[config.mk]
export PLATFORM = sky130hd
export DESIGN_NAME = bsg_arb_rr_mux_p32_els_p5
export DESIGN_NICKNAME = d
export VERILOG_FILES = /design/src/rtl/bsg_arb_rr_mux_p32_els_p5_pkg.sv /design/src/rtl/bsg_rr_pick_one_hot.sv /design/src/rtl/bsg_arb_rr_mux_p32_els_p5.sv
export SDC_FILE = /design/constraint.sdc
export NUM_CORES = 1
export LEC_CHECK = 0
export BUFFER_PORTS_ARGS = -buffer_cell sky130_fd_sc_hd__buf_2
export CAP_MARGIN = 20
export CELL_PAD_IN_SITES_DETAIL_PLACEMENT = 1
export CELL_PAD_IN_SITES_GLOBAL_PLACEMENT = 2
export CORE_UTILIZATION = 22
export CTS_CLUSTER_SIZE = 25
export DETAILED_ROUTE_END_ITERATION = 7
export PLACE_DENSITY = 0.76
export SLEW_MARGIN = 15
export SYNTH_ARGS = -nofsm -noshare
export SYNTH_HDL_FRONTEND = slang
export SYNTH_SLANG_ARGS = --single-unit
[constraint.sdc]
create_clock -name clk_i -period 3.7 [get_ports clk_i]
set_clock_uncertainty 0.1 [all_clocks]
set_input_delay 0.555 -clock clk_i [delete_from_list [all_inputs] [get_ports clk_i]]
set_output_delay 0.555 -clock clk_i [all_outputs]
set_load 0.05 [all_outputs]
[src/rtl/bsg_arb_rr_mux_p32_els_p5_pkg.sv]
// bsg_arb_rr_mux_p32_els_p5_pkg: shared defaults and the clog2 helper for the round-robin mux
package bsg_arb_rr_mux_p32_els_p5_pkg;

   function automatic int clog2(input int n);
      int r;
      r = 0;
      while ((1 << r) < n) r++;
      return r;
   endfunction

   localparam int WIDTH_P    = 32;
   localparam int ELS_P      = 5;
   localparam int ID_WIDTH_P = clog2(ELS_P);

endpackage

[src/rtl/bsg_rr_pick_one_hot.sv]
// bsg_rr_pick_one_hot: first set request scanning upward from ptr with wrap, as one-hot plus index
module bsg_rr_pick_one_hot
   import bsg_arb_rr_mux_p32_els_p5_pkg::*;
#(
   parameter int els_p      = ELS_P,
   parameter int id_width_p = ID_WIDTH_P
) (
   input  logic [els_p-1:0]      req,
   input  logic [id_width_p-1:0] ptr,
   output logic [els_p-1:0]      grant,
   output logic [id_width_p-1:0] id
);

   int j;

   // Walk the scan order backwards so the earliest requester in priority order is written last.
   always_comb begin
      grant = '0;
      id    = '0;
      j     = 0;
      for (int i = els_p - 1; i >= 0; i--) begin
         j = int'(ptr) + i;
         j = (j >= els_p) ? j - els_p : j;
         if (req[id_width_p'(j)]) begin
            grant                   = '0;
            grant[id_width_p'(j)]   = 1'b1;
            id                      = id_width_p'(j);
         end
      end
   end

endmodule

[src/rtl/bsg_arb_rr_mux_p32_els_p5.sv]
// bsg_arb_rr_mux_p32_els_p5: round-robin arbiter feeding a single registered output slot
module bsg_arb_rr_mux_p32_els_p5
   import bsg_arb_rr_mux_p32_els_p5_pkg::*;
#(
   parameter int width_p    = WIDTH_P,
   parameter int els_p      = ELS_P,
   parameter int id_width_p = ID_WIDTH_P
) (
   input  logic                     clk_i,
   input  logic                     reset_n_i,
   input  logic [els_p-1:0]         v_i,
   input  logic [els_p*width_p-1:0] data_i,
   input  logic [els_p-1:0]         en_mask_i,
   output logic [els_p-1:0]         ready_o,
   output logic                     v_o,
   output logic [width_p-1:0]       data_o,
   output logic [id_width_p-1:0]    id_o,
   input  logic                     ready_i
);

   logic                  load_en;
   logic                  accept;
   logic [els_p-1:0]      grant;
   logic [id_width_p-1:0] pick_id;
   logic [id_width_p-1:0] p;
   logic [id_width_p-1:0] next_p;
   logic [width_p-1:0]    mux_data;

   bsg_rr_pick_one_hot #(.els_p(els_p), .id_width_p(id_width_p)) pick (
      .req   (v_i & en_mask_i),
      .ptr   (p),
      .grant (grant),
      .id    (pick_id)
   );

   assign load_en = ~v_o | ready_i;
   assign ready_o = (load_en & reset_n_i) ? grant : '0;
   assign accept  = |ready_o;
   assign next_p  = (pick_id == id_width_p'(els_p - 1)) ? '0 : pick_id + 1'b1;

   // One-hot AND-OR select of the granted requester's word.
   always_comb begin
      mux_data = '0;
      for (int k = 0; k < els_p; k++)
         mux_data = mux_data | (data_i[k*width_p +: width_p] & {width_p{ready_o[k]}});
   end

   // Output slot and priority pointer; the pointer only moves past a winner on an accept.
   always_ff @(posedge clk_i or negedge reset_n_i) begin
      if (!reset_n_i) begin
         v_o    <= 1'b0;
         data_o <= '0;
         id_o   <= '0;
         p      <= '0;
      end else if (load_en) begin
         v_o <= accept;
         if (accept) begin
            data_o <= mux_data;
            id_o   <= pick_id;
            p      <= next_p;
         end
      end
   end

endmodule

==> flow_metrics.env <==
export IMPL_drcViolationCount=0
export IMPL_r2r_setup_slack_ns=-0.18
export IMPL_area_delta_synth_final_pct=66.7
export IMPL_yosysTopAreaCell="dfrtp_1"
export IMPL_drive_above_1_share=0.504
export IMPL_rr_startpoint="p[1]"
export IMPL_yosysSeqAreaShare=0.244
export IMPL_numPortBuffers=180
export IMPL_r2r_end="p[0]"
export IMPL_synth_simple_gate_area_frac=0.212
export IMPL_multi_input_area_um2=3190
export IMPL_grt_pass1_wl_um=29000
export IMPL_antenna_found_initial=1
export IMPL_fin_crit_ns=3.88
export IMPL_drtAntennaViolNets=0
export IMPL_postSynthAreaPerCell_um2=7.78
export IMPL_synthMuxAreaShare=0.0125
export IMPL_critPathArrivalTime_ns=3.96
export IMPL_final_hold_viol_count=0
export IMPL_synthFlopType="dfrtp_1"
export IMPL_drtIter0Drc=245
export IMPL_die_area_um2=18700
export IMPL_fmax_mhz=257
export IMPL_wirelength_um=19800
export IMPL_clk_latency_ns=0.29
export IMPL_holdCritPathClass="in -> async"
export IMPL_rows=48
export IMPL_yosys_area_share_adder=0.0364
export IMPL_outcome="complete, but fails checks"
export IMPL_drv_slew=0
export IMPL_layout_nets=955
export IMPL_dr_total_vias=5302
export IMPL_crit_fanout=5
export IMPL_fp_dieH_um=137
export IMPL_ios=214
export IMPL_ys_types=71
export IMPL_dpl_cell_count=966
export IMPL_cp_end_kind="register"
export IMPL_synth_top_family_by_area="compound AO/OA/AOI/OAI gates"
export IMPL_grt_max_degree=41
export IMPL_relSlewSlack=0.604
export IMPL_synth_xor_area_frac=0.00439
export IMPL_drtPass1Iterations=4
export IMPL_ys_ff_latch=39
export IMPL_die_w_um=137
export IMPL_cts_tree="yes"
export IMPL_fp_coreArea_um2=17500
export IMPL_clock_sinks=39
export IMPL_cp_startpoint="p[1]"
export IMPL_h_tree_depth=2
export IMPL_grt_pass1_vias=5393
export IMPL_setup_ws_ns=-0.184
export IMPL_final_cells=998
export IMPL_synth_area_um2=3990
export IMPL_synth_edff_count=0
export IMPL_start_kind="register"
export IMPL_yosys_top_cells_area="dfrtp_1, o211ai_1, a31oi_1, a22oi_1, nor2_1"
export IMPL_grt_ovfl_total=0
export IMPL_grtUsageTotal=0.200
export IMPL_syn_num_nets=697
export IMPL_violations="negative setup slack"
export IMPL_rsz0062_at_grt="true"
export IMPL_min_period_over_period=1.05
export IMPL_route_detailed_wl_per_inst_um=19.8
export IMPL_hpwl_um=14900
export IMPL_yosys_warnings=0
export IMPL_seq_area_um2=980
export IMPL_worst_pin_slew_ns=0.594
export IMPL_yosys_area_top_type_share=0.244
export IMPL_synth_compound_area_frac=0.426
export IMPL_avgViaCountPerCell=5.31
export IMPL_endpoint="p[0]"
export IMPL_start_util=0.228
export IMPL_cts_root_buf="clkbuf_16"
export IMPL_fillCellCount=2132
export IMPL_reg2reg_depth=16
export IMPL_setup_viol_count_final=43
export IMPL_gp_congestion=0.901
export IMPL_layout_common_cells="buf_2, buf_4, o211ai_1"
export IMPL_cts_made_buffers=5
export IMPL_netlist_instances=513
export IMPL_final_common_cell="buf_2"
export IMPL_cts_clk_slew_worst_paths_ns=0.06
export IMPL_synthArstFlopShare=1.00
export IMPL_maxCapViolCount=0
export IMPL_cts_buffer_depth=2
export IMPL_cp_required_ns=3.78
export IMPL_critPathKind="reg -> reg"
[final cells by class]
class,count,area share
Antenna cell,1,0.000376
Clock buffer,7,0.0214
Clock inverter,1,0.00132
Inverter,11,0.00771
Multi-Input combinational cell,417,0.480
Sequential cell,39,0.147
Tap cell,225,0.0423
Timing Repair Buffer,297,0.300
[layer usage]
layer | vias to the layer above | global-route usage | wire length (um)
met3 | 33 | 0.0330 | 944
li1 | 2498 | - | -
met4 | 2 | 0.0605 | 393
met1 | 2606 | 0.254 | 8460
met5 | - | 0 | 13
met2 | 163 | 0.343 | 10000
[kinds of logic (layout without fill, tap and decap cells)]
family | Yosys count | in the layout
muxes | 5 | 5
xor gates and xnor gates | 2 | 2
and+or+nand+nor | 166 | 166
DFF | 39 | 39
other | 1 | 2
adders and majority gates | 11 | 11
buffers and inverters | 57 | 316
AOI/OAI and AO/OA | 232 | 232
[worst max-delay path, stage by stage (launching register included)]
cell,delay (ns)
dfrtp_2,0.44
inv_4,0.11
ha_4,0.17
ha_4,0.22
or2_0,0.22
o21a_1,0.20
or3_4,0.34
o32a_1,0.21
o221ai_4,0.29
o311ai_2,0.12
a41o_1,0.31
a2111o_2,0.52
buf_12,0.17
buf_4,0.14
inv_4,0.06
buf_4,0.10
a21boi_2,0.04
[worst min-delay path by stage]
| stage | start | endpoint | slack, ns | cells past startpoint |
|---|---|---|---|---|
| floorplan | reset_n_i | data_o[0] | 0.16 | 0 |
| CTS | reset_n_i | data_o[11] | 0.29 | 2 |
| global placement | id_o[1] | id_o[1] | 0.37 | 1 |
| global route | reset_n_i | data_o[11] | 0.32 | 2 |
| detailed placement | id_o[1] | id_o[1] | 0.38 | 1 |
| finish | reset_n_i | data_o[11] | 0.27 | 2 |
[metrics by stage]
step,setup TNS [ns],area (um2),hold slack [ns],util,setup slack (ns)
detailed placement,-8.84,5850,0.383,0.334,-0.291
CTS,-4.08,6210,0.290,0.354,-0.262
floorplan,-8.15,4070,0.159,-,-0.243
global route,-11.43,6650,0.324,0.379,-0.305
finish,-5.74,6660,0.269,0.380,-0.184
global placement,-7.47,5850,0.369,0.334,-0.240
[Yosys cell counts, drive strengths merged (3+ instances only)]
cell    instances
o211ai         62
nor2           53
and2           41
a31oi          40
dfrtp          39
a22oi          33
clkbuf         25
nand2          23
buf            21
a21oi          20
o21ai          18
inv            11
ha             10
nand3          10
a211oi          9
nand2b          9
nor2b           8
nor3            7
o21a            6
a211o           5
mux2i           5
o221ai          4
or2             4
a21boi          3
a21o            3
nand3b          3
o31ai           3
[registers in the layout (all words and copies together), names as in the netlist]
signal  count
id_o        3
p           3
v_o         1
data_o     32
[repair_timing]
action / 4_1_cts / 5_1_grt
buffers inserted: 11 / 7
hold buffers: 0 / 0
endpoints found under the hold margin: 0 / 0
endpoints found under the setup margin: 43 / 43
pin swaps: 12 / 15
cloned: 0 / 6
resized for setup: 32 / 55
Power is left out: the tool's default activity adds up to more than one toggle a clock period on the data nets, which glitch-free logic cannot reach.
